File: src/rtl/antitheft_timer.sv
// -----------------------------------------------------------------------------
// antitheft_timer
//
// Countdown timer and 1 Hz time base for the automotive anti-theft state
// machine. A start pulse loads one of four user-reprogrammable delay registers
// (selected by interval) into a seconds counter. The counter decrements on every
// 1 Hz tick. When the count reaches zero, expired is raised and held.
//
// Parameters:
//   CLK_FREQ          clock cycles per second (minimum 2)
//   T_ARM_DELAY       reset value of delay register 00 (seconds, 4-bit)
//   T_DRIVER_DELAY    reset value of delay register 01
//   T_PASSENGER_DELAY reset value of delay register 10
//   T_ALARM_ON        reset value of delay register 11
//
// Ports:
//   clock          in  system clock, rising edge
//   reset          in  asynchronous active-high reset
//   start_timer    in  one-cycle request to load and start the countdown
//   interval       in  [1:0] delay select, sampled with start_timer
//   reprogram      in  write strobe for the delay registers
//   time_param_sel in  [1:0] delay register written on reprogram
//   time_value     in  [3:0] value written on reprogram
//   one_hz_enable  out one-cycle pulse every CLK_FREQ cycles
//   expired        out level, delay completed; held until next start or reset
//   time_left      out [3:0] remaining seconds, 0 when idle
// -----------------------------------------------------------------------------
module antitheft_timer #(
  parameter int CLK_FREQ          = 50_000_000,
  parameter int T_ARM_DELAY       = 6,
  parameter int T_DRIVER_DELAY    = 8,
  parameter int T_PASSENGER_DELAY = 15,
  parameter int T_ALARM_ON        = 10
) (
  input  logic       clock,
  input  logic       reset,
  input  logic       start_timer,
  input  logic [1:0] interval,
  input  logic       reprogram,
  input  logic [1:0] time_param_sel,
  input  logic [3:0] time_value,
  output logic       one_hz_enable,
  output logic       expired,
  output logic [3:0] time_left
);

  localparam int                 PRESC_W  = $clog2(CLK_FREQ);
  localparam logic [PRESC_W-1:0] PRESC_TC = PRESC_W'(CLK_FREQ - 1);

  typedef enum logic {
    IDLE,
    RUNNING
  } state_t;

  logic [PRESC_W-1:0] presc;
  logic [3:0]         delay_reg [4];
  state_t             state;
  state_t             state_next;
  logic [3:0]         time_left_next;
  logic               expired_next;
  logic [3:0]         load_value;
  logic               running;

  // The tick is a decode of the prescaler register, so it is high for exactly
  // one cycle per period and has no path from the inputs.
  assign one_hz_enable = (presc == PRESC_TC);

  // Read before this edge's write lands, so a start and a reprogram of the same
  // register in one cycle loads the old value.
  assign load_value = delay_reg[interval];
  assign running    = (state == RUNNING);

  // Prescaler: free-running 0..CLK_FREQ-1. A start re-phases it so that the
  // first second after a start is a full CLK_FREQ cycles long.
  always_ff @(posedge clock or posedge reset) begin
    if (reset) begin
      presc <= '0;
    end else if (start_timer || one_hz_enable) begin
      presc <= '0;
    end else begin
      presc <= presc + PRESC_W'(1);
    end
  end

  // Delay registers: user-reprogrammable, independent of any countdown in
  // progress because the running count is held in time_left, not here.
  always_ff @(posedge clock or posedge reset) begin
    if (reset) begin
      delay_reg[0] <= 4'(T_ARM_DELAY);
      delay_reg[1] <= 4'(T_DRIVER_DELAY);
      delay_reg[2] <= 4'(T_PASSENGER_DELAY);
      delay_reg[3] <= 4'(T_ALARM_ON);
    end else if (reprogram) begin
      delay_reg[time_param_sel] <= time_value;
    end
  end

  // Counter state register.
  always_ff @(posedge clock or posedge reset) begin
    if (reset) begin
      state     <= IDLE;
      time_left <= 4'd0;
      expired   <= 1'b0;
    end else begin
      state     <= state_next;
      time_left <= time_left_next;
      expired   <= expired_next;
    end
  end

  // Counter next-state logic. A start always takes priority over a tick. A
  // zero load skips RUNNING and reports expiry at the load edge. The 1->0 tick
  // both sets expired and drops back to IDLE, so a decrement from 0 never
  // happens.
  always_comb begin
    state_next     = state;
    time_left_next = time_left;
    expired_next   = expired;
    if (start_timer) begin
      if (load_value == 4'd0) begin
        state_next     = IDLE;
        time_left_next = 4'd0;
        expired_next   = 1'b1;
      end else begin
        state_next     = RUNNING;
        time_left_next = load_value;
        expired_next   = 1'b0;
      end
    end else if (running && one_hz_enable) begin
      if (time_left == 4'd1) begin
        state_next     = IDLE;
        time_left_next = 4'd0;
        expired_next   = 1'b1;
      end else begin
        time_left_next = time_left - 4'd1;
      end
    end
  end

endmodule

File: config.mk
export PLATFORM = sky130hd
export DESIGN_NAME = antitheft_timer
export DESIGN_NICKNAME = d
export VERILOG_FILES = /design/src/rtl/antitheft_timer.sv
export SDC_FILE = /design/constraint.sdc
export NUM_CORES = 1
export LEC_CHECK = 0
export ABC_AREA = 1
export CORE_MARGIN = 2
export CORE_UTILIZATION = 46
export DETAILED_ROUTE_END_ITERATION = 16
export GPL_TIMING_DRIVEN = 0
export PLACE_DENSITY = 0.64
export SLEW_MARGIN = 10
export SYNTH_ARGS = -nofsm -noshare
export SYNTH_HDL_FRONTEND = slang
export SYNTH_SLANG_ARGS = --single-unit
File: constraint.sdc
create_clock -name clock -period 2 [get_ports clock]
set_input_delay 0.6 -clock clock [delete_from_list [all_inputs] [get_ports clock]]
set_output_delay 0.6 -clock clock [all_outputs]
set_load 0.02 [all_outputs]
==> run summary <==
The chip width came out at just over 80 um. The top fanout value on the critical path came out at 2. The overall fraction of global-route tracks in use came out at 21.86%.

For this run, design rule violations remaining after detail routing come to 0. The wire length of the first global-routing pass is roughly 11,000 um. The pin count of the biggest net entering global routing came out at 35. The most common cell in the synthesized netlist is sky130_fd_sc_hd__nand2_1. The cell at the root of the clock tree is sky130_fd_sc_hd__clkbuf_8. The initial standard-cell utilization of the core is around half. The maximum count of clock buffers along a single path is 2. The total via count after detailed routing is about 2,400. Fill cells in the final layout number 559. The worst setup skew after layout came out at between 0.01 and 0.015 ns.

The final reports fail on negative setup slack. The placed instance area is between 2000 and 3000 um^2. The synthesized design devotes to its leading area cell type about 36% of total area. The worst setup path is launched from a flip-flop. After clock tree synthesis, the flow added hold-fix buffers numbering 0. For this run, the register share of the synthesized area comes to around 45%. The final-report max-slew violation count came out at 0. At the placement stage, the worst setup path has a slack of -0.5926 ns. The worst hold slack came out at approximately 0.48 ns. The post-detailed-route count of antenna-violating nets is 0. The via count of the first global-routing pass is ~2,300. The number of core rows came out at 27. The total overflow left after global routing is 0. Clock tree synthesis inserted a total of 5 buffers.

The worst setup path is captured at a primary output. The shortest period the worst path allows is 2.127 ns. In this run the tightest slew margin relative to its limit is just over 60%.

Ranked by total cell area, the synthesized netlist is headed by sky130_fd_sc_hd__dfrtp_1 36%, sky130_fd_sc_hd__nand2_1 16%, sky130_fd_sc_hd__dfstp_2 8.7%. In this run, the number of DRC markers left after iteration 0 of detailed routing was approximately 130. The first detailed-routing pass ran for 4 iterations. The deepest level of the CTS H-tree came out at 2. The chip height is 80.86 um. Cells with a size suffix above 1 make up between 10% and 20% of the layout. The number of nets produced by synthesis is 390. The worst-case setup margin in the final layout is -0.1269 ns. After synthesis, the most frequently instantiated cells are 117 x sky130_fd_sc_hd__nand2_1, 52 x sky130_fd_sc_hd__nor2_1, 50 x sky130_fd_sc_hd__inv_1.

The cell area after synthesis came out at between 2000 and 3000 um^2. The gate count after technology mapping is around 380. The peak ir drop on the vdd network is slightly below 400 uV.

STA puts the critical path data required time at around 1.4 ns. The flow ran to the end, but the final reports show violations. The slew of the pin with the lowest slew margin came out at slightly below 0.6 ns.

The finished cells cover between 3000 and 4000 um^2. In the synthesized netlist the dominant register cell turns out to be sky130_fd_sc_hd__dfrtp_1. The static leakage came out at 0.001447 uW. The critical path in this run is classified as reg -> out.

The wire length reported by the detailed router is between 6000 and 7000 um. TritonCTS built the clock tree. Static timing analysis puts the maximum clock frequency at approximately 470 MHz. The number of hold-slack violations in the final timing report is 0. Max-cap violations in this run came to 0. The number of failing setup endpoints in the final timing report is 1. The core region is 5608 um^2.

The flip-flop count of the largest register after layout came out at 26. The per-cell routed wire length is between 10 and 15 um. Compared with the post-synthesis result, the final layout area differs by 18.78%. Using the TritonRoute via totals, the vias-per-cell ratio works out to 5.012. The CTS clock-pin slew for the worst setup and hold paths is 0.09 ns.

Synthesis instantiated 27 different standard cells from the library. In this run, synthesis inferred 0 flip-flops with an integrated enable. The clock net in this run drives a total of 48 sinks. The tightest min-delay check is of the reg -> reg type. The part of the cycle the worst path needs is 106.3%. The synthesized design contains 48 register bits. Setup repair after global routing could not meet its margin everywhere. Summing internal, switching and leakage power gives approximately 2300 uW.

The ratio of total power to cell area is just over 700 nW/um^2. After synthesis, the mean cell area works out to ~7.2 um^2. The net count reported at finish came out at around 420.

The diode insertion count for antenna repair is 0. The total negative slack for setup checks is -0.1269 ns. The share of flip-flops with an asynchronous set or reset after synthesis is 100.0%.

The initial antenna violation count is 0. sky130_fd_sc_hd__dfrtp_1 takes more of the synthesized area than any other cell. Buffers placed on the I/O ports in this run total 16. The total number of yosys warnings is 0. The top-level I/O count is 18. The final RePlAce weighted congestion is about 0.90. The die footprint came out at about 6500 um^2.

The clock latency at the later pin of the worst-skew pair came out at 0.30 ns. The critical path arrival came out at between 1.5 and 2 ns. The HPWL after detailed placement is 4640 um.
cell families (layout without fill, tap and decap cells):
| logic type | count (synthesis) | in the layout | synth area share [%] |
|---|---|---|---|
| compound gates | 28 | 28 | 5.157 |
| xor+xnor | 7 | 7 | 2.256 |
| fa+ha+maj | 3 | 3 | 1.381 |
| buf+inv | 54 | 89 | 8.195 |
| flops | 48 | 48 | 44.61 |
| simple gates | 235 | 235 | 38.40 |
power breakdown:
part / switching [uW] / internal, uW
combinational: 209 / 164
clock: 336 / 442
sequential: 52.9 / 1080
per-stage QoR:
stage	util [%]	std cells
after floorplan	-	375
after global placement	52.92	463
after detailed placement	53.28	464
after CTS	57.12	480
after global routing	57.56	482
final	57.56	482
metal layers:
metal	track usage, %	up-vias	wire length, um
met5	0	-	0
met4	6.780	0	109
li1	-	1249	-
met2	38.35	47	3116
met3	3.333	11	193
met1	27.74	1109	2889
placed cells by master, fill, tap and decap left out:
master / Yosys / routed
sky130_fd_sc_hd__nor2_4: 3 / 5
sky130_fd_sc_hd__xnor2_1: 2 / 2
sky130_fd_sc_hd__nor2_2: 1 / 4
sky130_fd_sc_hd__or2_2: 1 / 1
sky130_fd_sc_hd__xor2_1: 5 / 5
sky130_fd_sc_hd__nor2_1: 52 / 47
sky130_fd_sc_hd__ha_2: 0 / 1
sky130_fd_sc_hd__nor3_2: 1 / 1
sky130_fd_sc_hd__bufinv_16: 0 / 1
sky130_fd_sc_hd__buf_12: 0 / 1
sky130_fd_sc_hd__nand3_2: 1 / 1
sky130_fd_sc_hd__dfstp_2: 9 / 9
sky130_fd_sc_hd__inv_1: 50 / 45
sky130_fd_sc_hd__nand2_2: 4 / 4
sky130_fd_sc_hd__a21oi_1: 4 / 4
sky130_fd_sc_hd__nand2_4: 1 / 2
sky130_fd_sc_hd__clkdlybuf4s50_1: 0 / 15
sky130_fd_sc_hd__and3_4: 0 / 1
sky130_fd_sc_hd__inv_2: 1 / 6
sky130_fd_sc_hd__ha_1: 3 / 2
sky130_fd_sc_hd__buf_6: 1 / 2
sky130_fd_sc_hd__nor3b_2: 2 / 2
sky130_fd_sc_hd__dfrtp_1: 39 / 39
sky130_fd_sc_hd__buf_2: 1 / 1
sky130_fd_sc_hd__nand3_1: 31 / 31
sky130_fd_sc_hd__nor3_1: 9 / 9
sky130_fd_sc_hd__nand4_1: 6 / 6
sky130_fd_sc_hd__o21ai_0: 24 / 24
sky130_fd_sc_hd__nand2_1: 117 / 116
sky130_fd_sc_hd__buf_8: 1 / 1
sky130_fd_sc_hd__buf_4: 0 / 10
sky130_fd_sc_hd__nor3b_1: 5 / 5
sky130_fd_sc_hd__clkbuf_8: 0 / 7
critical path: stages (launching register included):
cell and delay, ns:
sky130_fd_sc_hd__dfrtp_1 0.37, sky130_fd_sc_hd__ha_2 0.19, sky130_fd_sc_hd__nand2_2 0.07, sky130_fd_sc_hd__nor2_4 0.13, sky130_fd_sc_hd__nand2_4 0.07, sky130_fd_sc_hd__nor2_4 0.09
sky130_fd_sc_hd__and3_4 0.19, sky130_fd_sc_hd__buf_6 0.11
final timing paths:
check | startpoint | end | slack, ns | cells after the start
max in group asynchronous | reset | delay_reg[4]$_DFFE_PP1P_ | 0.85 | 3
max reg2reg | presc[1]$_DFF_PP0_ | presc[13]$_DFF_PP0_ | 0.29 | 10
min in group asynchronous | reset | presc[22]$_DFF_PP0_ | 0.57 | 2
min | expired$_DFFE_PP0P_ | expired$_DFFE_PP0P_ | 0.48 | 2
max | presc[1]$_DFF_PP0_ | one_hz_enable | -0.13 | 7
min reg2reg | expired$_DFFE_PP0P_ | expired$_DFFE_PP0P_ | 0.48 | 2
cell type report:
| class | count | area, um^2 | area share [%] |
|---|---|---|---|
| repair buffers | 27 | 256.5 | 7.946 |
| multi-input cells | 273 | 1320 | 40.89 |
| inverters | 51 | 191.4 | 5.930 |
| clock inverters | 1 | 30.03 | 0.9302 |
| clock buffers | 7 | 96.34 | 2.984 |
| plain buffers | 3 | 31.28 | 0.9690 |
| flip-flops and latches | 48 | 1212 | 37.56 |
| well taps | 72 | 90.09 | 2.791 |
what timing repair did:
action / CTS / global route
resized for setup: 14 / 7
pin swaps: 3 / 3
buffers inserted: 8 / 2
setup endpoints to repair: 1 / 1
Power figures use the tool's default switching activity.
